[src/rtl/uart_rx.sv]
// uart_rx: oversampling UART receiver with 3-sample majority vote, optional parity and per-frame error pulses
module uart_rx #(
    parameter int width = 8
) (
    input  logic             CLK,
    input  logic             Reset,
    input  logic             Rx_in,
    input  logic [5:0]       Prescale,
    input  logic             Parity_EN,
    input  logic             Parity_type,
    output logic [width-1:0] P_Data,
    output logic             Data_valid,
    output logic             Parity_error,
    output logic             Stop_error
);
    localparam int BW = (width > 1) ? $clog2(width) : 1;

    typedef enum logic [2:0] {IDLE, START, DATA, PARITY, STOP} state_t;

    state_t           state_q, state_d;
    logic [1:0]       sync_q, sync_d;
    logic [5:0]       edge_cnt_q, edge_cnt_d;
    logic [BW-1:0]    bit_cnt_q, bit_cnt_d;
    logic [5:0]       presc_q, presc_d;
    logic             par_en_q, par_en_d;
    logic             par_type_q, par_type_d;
    logic [2:0]       samp_q, samp_d;
    logic [width-1:0] shreg_q, shreg_d;
    logic             perr_q, perr_d;
    logic [width-1:0] pdata_q, pdata_d;
    logic             dv_q, dv_d;
    logic             pe_q, pe_d;
    logic             se_q, se_d;

    logic       rx_s, bit_val, last, go;
    logic [5:0] half;

    assign rx_s    = sync_q[1];
    assign half    = presc_q >> 1;
    assign bit_val = (samp_q[0] & samp_q[1]) | (samp_q[0] & samp_q[2]) | (samp_q[1] & samp_q[2]);
    assign last    = (state_q != IDLE) && (edge_cnt_q == presc_q - 6'd1);
    // A start is taken from IDLE, or in the final STOP cycle so back-to-back frames lose no cycle
    assign go      = !rx_s && (state_q == IDLE || (state_q == STOP && last));

    // Next-state, bit timing, majority sampling and output pulse generation
    always_comb begin
        state_d    = state_q;
        sync_d     = {sync_q[0], Rx_in};
        edge_cnt_d = (state_q == IDLE) ? 6'd0 : edge_cnt_q + 6'd1;
        bit_cnt_d  = bit_cnt_q;
        presc_d    = presc_q;
        par_en_d   = par_en_q;
        par_type_d = par_type_q;
        samp_d     = samp_q;
        shreg_d    = shreg_q;
        perr_d     = perr_q;
        pdata_d    = pdata_q;
        dv_d       = 1'b0;
        pe_d       = 1'b0;
        se_d       = 1'b0;
        if (edge_cnt_q == half - 6'd1) samp_d[0] = rx_s;
        if (edge_cnt_q == half) samp_d[1] = rx_s;
        if (edge_cnt_q == half + 6'd1) samp_d[2] = rx_s;
        if (last) begin
            edge_cnt_d = 6'd0;
            case (state_q)
                START: begin
                    state_d   = bit_val ? IDLE : DATA;
                    bit_cnt_d = '0;
                end
                DATA: begin
                    shreg_d   = {bit_val, shreg_q[width-1:1]};
                    bit_cnt_d = bit_cnt_q + BW'(1);
                    if (bit_cnt_q == BW'(width - 1)) state_d = par_en_q ? PARITY : STOP;
                end
                PARITY: begin
                    perr_d  = bit_val != (par_type_q ? ~^shreg_q : ^shreg_q);
                    state_d = STOP;
                end
                STOP: begin
                    dv_d    = !perr_q && bit_val;
                    pe_d    = perr_q;
                    se_d    = !bit_val;
                    pdata_d = (!perr_q && bit_val) ? shreg_q : pdata_q;
                    state_d = IDLE;
                end
                default: state_d = IDLE;
            endcase
        end
        if (go) begin
            state_d    = START;
            edge_cnt_d = 6'd0;
            bit_cnt_d  = '0;
            presc_d    = Prescale;
            par_en_d   = Parity_EN;
            par_type_d = Parity_type;
            perr_d     = 1'b0;
        end
    end

    // State register with synchronous reset; a partial frame is discarded on reset
    always_ff @(posedge CLK) begin
        if (Reset) begin
            state_q    <= IDLE;
            sync_q     <= 2'b11;
            edge_cnt_q <= '0;
            bit_cnt_q  <= '0;
            presc_q    <= 6'd16;
            par_en_q   <= 1'b0;
            par_type_q <= 1'b0;
            samp_q     <= '0;
            shreg_q    <= '0;
            perr_q     <= 1'b0;
            pdata_q    <= '0;
            dv_q       <= 1'b0;
            pe_q       <= 1'b0;
            se_q       <= 1'b0;
        end else begin
            state_q    <= state_d;
            sync_q     <= sync_d;
            edge_cnt_q <= edge_cnt_d;
            bit_cnt_q  <= bit_cnt_d;
            presc_q    <= presc_d;
            par_en_q   <= par_en_d;
            par_type_q <= par_type_d;
            samp_q     <= samp_d;
            shreg_q    <= shreg_d;
            perr_q     <= perr_d;
            pdata_q    <= pdata_d;
            dv_q       <= dv_d;
            pe_q       <= pe_d;
            se_q       <= se_d;
        end
    end

    assign P_Data       = pdata_q;
    assign Data_valid   = dv_q;
    assign Parity_error = pe_q;
    assign Stop_error   = se_q;
endmodule

[config.mk]
export PLATFORM = sky130hd
export DESIGN_NAME = uart_rx
export DESIGN_NICKNAME = d
export VERILOG_FILES = /design/src/rtl/uart_rx.sv
export SDC_FILE = /design/constraint.sdc
export NUM_CORES = 1
export LEC_CHECK = 0
export CAP_MARGIN = 30
export CORE_ASPECT_RATIO = 0.7
export CORE_MARGIN = 5
export CORE_UTILIZATION = 57
export CTS_CLUSTER_SIZE = 20
export DETAILED_ROUTE_END_ITERATION = 16
export PLACE_DENSITY = 0.83
export SYNTH_ARGS = -nofsm -noshare
export SYNTH_HDL_FRONTEND = slang
export SYNTH_SLANG_ARGS = --single-unit
[constraint.sdc]
create_clock -name CLK -period 2.9 [get_ports CLK]
set_input_delay 0.58 -clock CLK [delete_from_list [all_inputs] [get_ports CLK]]
set_output_delay 0.58 -clock CLK [all_outputs]
set_load 0.01 [all_outputs]
==> impl_metrics.env <==
export IMPL_die_area_mm2=0.005565
export IMPL_yosysSeqAreaShare_pct=38.03
export IMPL_grt_pass1_wl_um=7838
export IMPL_setup_viol=0
export IMPL_fp_coreArea_mm2=0.003970
export IMPL_ios=22
export IMPL_fin_crit_ns=2.452
export IMPL_syn_cell_area_mm2=0.002369
export IMPL_worstPathArrival_ns=2.64
export IMPL_synth_edff_count=0
export IMPL_root_buffer="clkbuf_8"
export IMPL_synthDistinctLibCells=51
export IMPL_antennaDiodeCount=0
export IMPL_grt_max_degree=30
export IMPL_routabilityCongestion=0.8562
export IMPL_firstDrtPassIters=4
export IMPL_wl_met3_um=189
export IMPL_wl_met1_um=2353
export IMPL_clk_pin_slew_ns=0.09
export IMPL_power_density_mw_per_mm2=442.7
export IMPL_finalHoldViolCount=0
export IMPL_async_reset_ff_share_pct=0
export IMPL_reg2regPathDepth=9
export IMPL_dp_cells=317
export IMPL_holdPathStages=1
export IMPL_wl_um=4535
export IMPL_grt_total_usage_pct=17.54
export IMPL_worstSetupPathType="flip-flop to flip-flop"
export IMPL_status="completed"
export IMPL_clock_sinks=45
export IMPL_grt_remaining_overflow=0
export IMPL_crit_path_end_kind="flip-flop"
export IMPL_post_cts_setup_buffer_count=0
export IMPL_instances_no_fill=325
export IMPL_routedWlPerCell_um=13.95
export IMPL_fp_dieH_um=63.93
export IMPL_worst_pin_slew_ns=0.4774
export IMPL_ant_nets=0
export IMPL_max_clock_path_buffers=2
export IMPL_report_final_slew_viol_count=0
export IMPL_worstPathRequired_ns=3.09
export IMPL_start_kind="flip-flop"
export IMPL_ir_drop_uv=341.5
export IMPL_hp_class="flip-flop to flip-flop"
export IMPL_final_setup_tns_ns=0
export IMPL_dr_wl_met2_um=1926
export IMPL_drc=0
export IMPL_grt_pass1_vias=1732
export IMPL_portBuffers=21
export IMPL_p_leak_nw=0.9929
export IMPL_dr_max_layer_used="met4"
export IMPL_antenna_found_initial=0
export IMPL_area_growth_syn_to_layout_pct=13.84
export IMPL_cts_tree="built"
export IMPL_yosys_warnings=0
export IMPL_max_slew_margin_pct=67.93
export IMPL_clk_latency_ns=0.30
export IMPL_start_util_pct=59.66
export IMPL_synth_top_flop_cell="dfxtp_1"
export IMPL_clock_fmax_mhz=407.8
export IMPL_rsz0062_at_grt="no"
export IMPL_synth_seq_cells=45
export IMPL_post_route_period_util_pct=84.56
export IMPL_hpwl_um=3386
export IMPL_htreeDepth=2
export IMPL_critPathMaxFanout=11
export IMPL_viasPerCell=5.514
export IMPL_fin_nets=290
export IMPL_rows=19
export IMPL_cts_resized=0
export IMPL_worst_clock_skew_ns=0.004893
export IMPL_drt_iter0_drc=62
export IMPL_avgSynthCellArea_um2=9.362
export IMPL_drive_gt1_share_pct=9.158
export IMPL_die_w_um=87.05
export IMPL_syn_inst=253
export IMPL_cts_buffers=5
export IMPL_max_cap_viol_count=0
export IMPL_synth_nets=271
export IMPL_cts_hold_buf=0
export IMPL_vias=1792
==> sequential cells by signal, indices dropped and copies added, names as in the netlist <==
| name | flops |
|---|---|
| P_Data | 8 |
| shreg_q | 8 |
| edge_cnt_q | 6 |
| presc_q | 6 |
| bit_cnt_q | 3 |
| samp_q | 3 |
| state_q | 3 |
| sync_q | 2 |
| Data_valid | 1 |
| Parity_error | 1 |
| Stop_error | 1 |
| par_en_q | 1 |
| par_type_q | 1 |
| perr_q | 1 |
==> metrics by stage <==
stage	hold slack [ns]	util [%]	cell area, µm²	setup WS [ns]	total power [mW]
2_1_floorplan	0.3895	-	2369	0.5688	0.7102
4_1_cts	0.4310	67.92	2696	0.4437	1.202
5_1_grt	0.4383	67.92	2696	0.2672	1.237
3_5_place_dp	0.4097	65.02	2581	0.4635	0.7341
6_report	0.4271	67.92	2696	0.4477	1.194
3_3_place_gp	0.3913	65.02	2581	0.5545	0.7318
==> cells by family after synthesis <==
group,count (synthesis),synth area share (%)
compound gates,28,8.241
fa+ha+maj,8,4.120
buf+inv,19,5.283
simple gates,96,21.87
mux,26,10.99
flops,45,38.03
xor+xnor,31,11.46
==> final cells by class <==
type	count	area (µm²)
clock buffer	5	68.82
clock inverter	3	46.29
fill	335	1274
inverter	5	18.77
multi-input combinational	189	1349
sequential	45	900.9
tap	52	65.06
timing repair buffer	26	247.7
==> final timing paths <==
path | from | endpoint | slack [ns]
worst max-delay path | presc_q[1] | shreg_q[0] | 0.45
worst min-delay path | sync_q[0] | sync_q[1] | 0.43
worst max register to register | presc_q[1] | shreg_q[0] | 0.45
worst min register to register | sync_q[0] | sync_q[1] | 0.43
==> placed cells by master, fill, tap and decap left out, types with 2 or more instances in the layout <==
cell type	netlist	final
and3_1	3	3
nand3b_1	2	2
or3_1	2	2
o31ai_1	2	2
or2_2	3	3
nor4b_1	2	2
nor4_1	4	3
ha_1	7	7
nand2b_1	2	2
xnor2_1	17	17
o21ai_0	5	5
inv_1	5	5
a211oi_1	6	6
a21oi_1	5	5
and2_1	2	2
xor2_1	14	14
nor2_1	39	39
clkdlybuf4s50_1	0	21
clkbuf_8	1	5
nand2_1	11	11
nand3_1	9	9
a211o_1	2	2
nor3b_1	2	2
mux2i_1	26	26
buf_4	1	5
nor3_1	5	5
dfxtp_1	45	45
==> metal layers <==
metal / GRT usage (%) / vias up
met5: 0 / -
li1: - / 906
met1: 25.02 / 846
met4: 5.253 / 0
met3: 4.365 / 9
met2: 26.04 / 31
==> Yosys cell counts (3+ instances only) <==
master     n  area [µm²]
and3_1     3       18.77
nor3_1     5       25.02
or2_2      3       18.77
nor4_1     4       25.02
dfxtp_1   45       900.9
buf_2      3       15.01
mux2i_1   26       260.3
clkbuf_1   3       11.26
inv_1      5       18.77
nand3_1    9       45.04
o21ai_0    5       25.02
a21oi_1    5       25.02
nor2_1    39       146.4
a211oi_1   6       45.04
ha_1       7       87.58
nand2_1   11       41.29
xnor2_1   17       148.9
xor2_1    14       122.6
==> worst max-delay path, cell delays in order, from the launching register on <==
cell	delay, ns
dfxtp_1	0.46
inv_1	0.13
ha_1	0.26
o21ba_1	0.18
a221o_1	0.37
and2_4	0.17
nor4_2	0.21
buf_4	0.26
mux2i_1	0.24
nor2_1	0.06
==> report_power, final <==
group          total [mW]  internal [mW]  leakage, nW  switching, mW
logic              0.0827         0.0429        0.575         0.0398
registers           0.637          0.625        0.364         0.0125
clock network       0.473          0.258       0.0543          0.216
total                1.19          0.926        0.993          0.268
No activity file was read; power rests on OpenSTA's default activity.
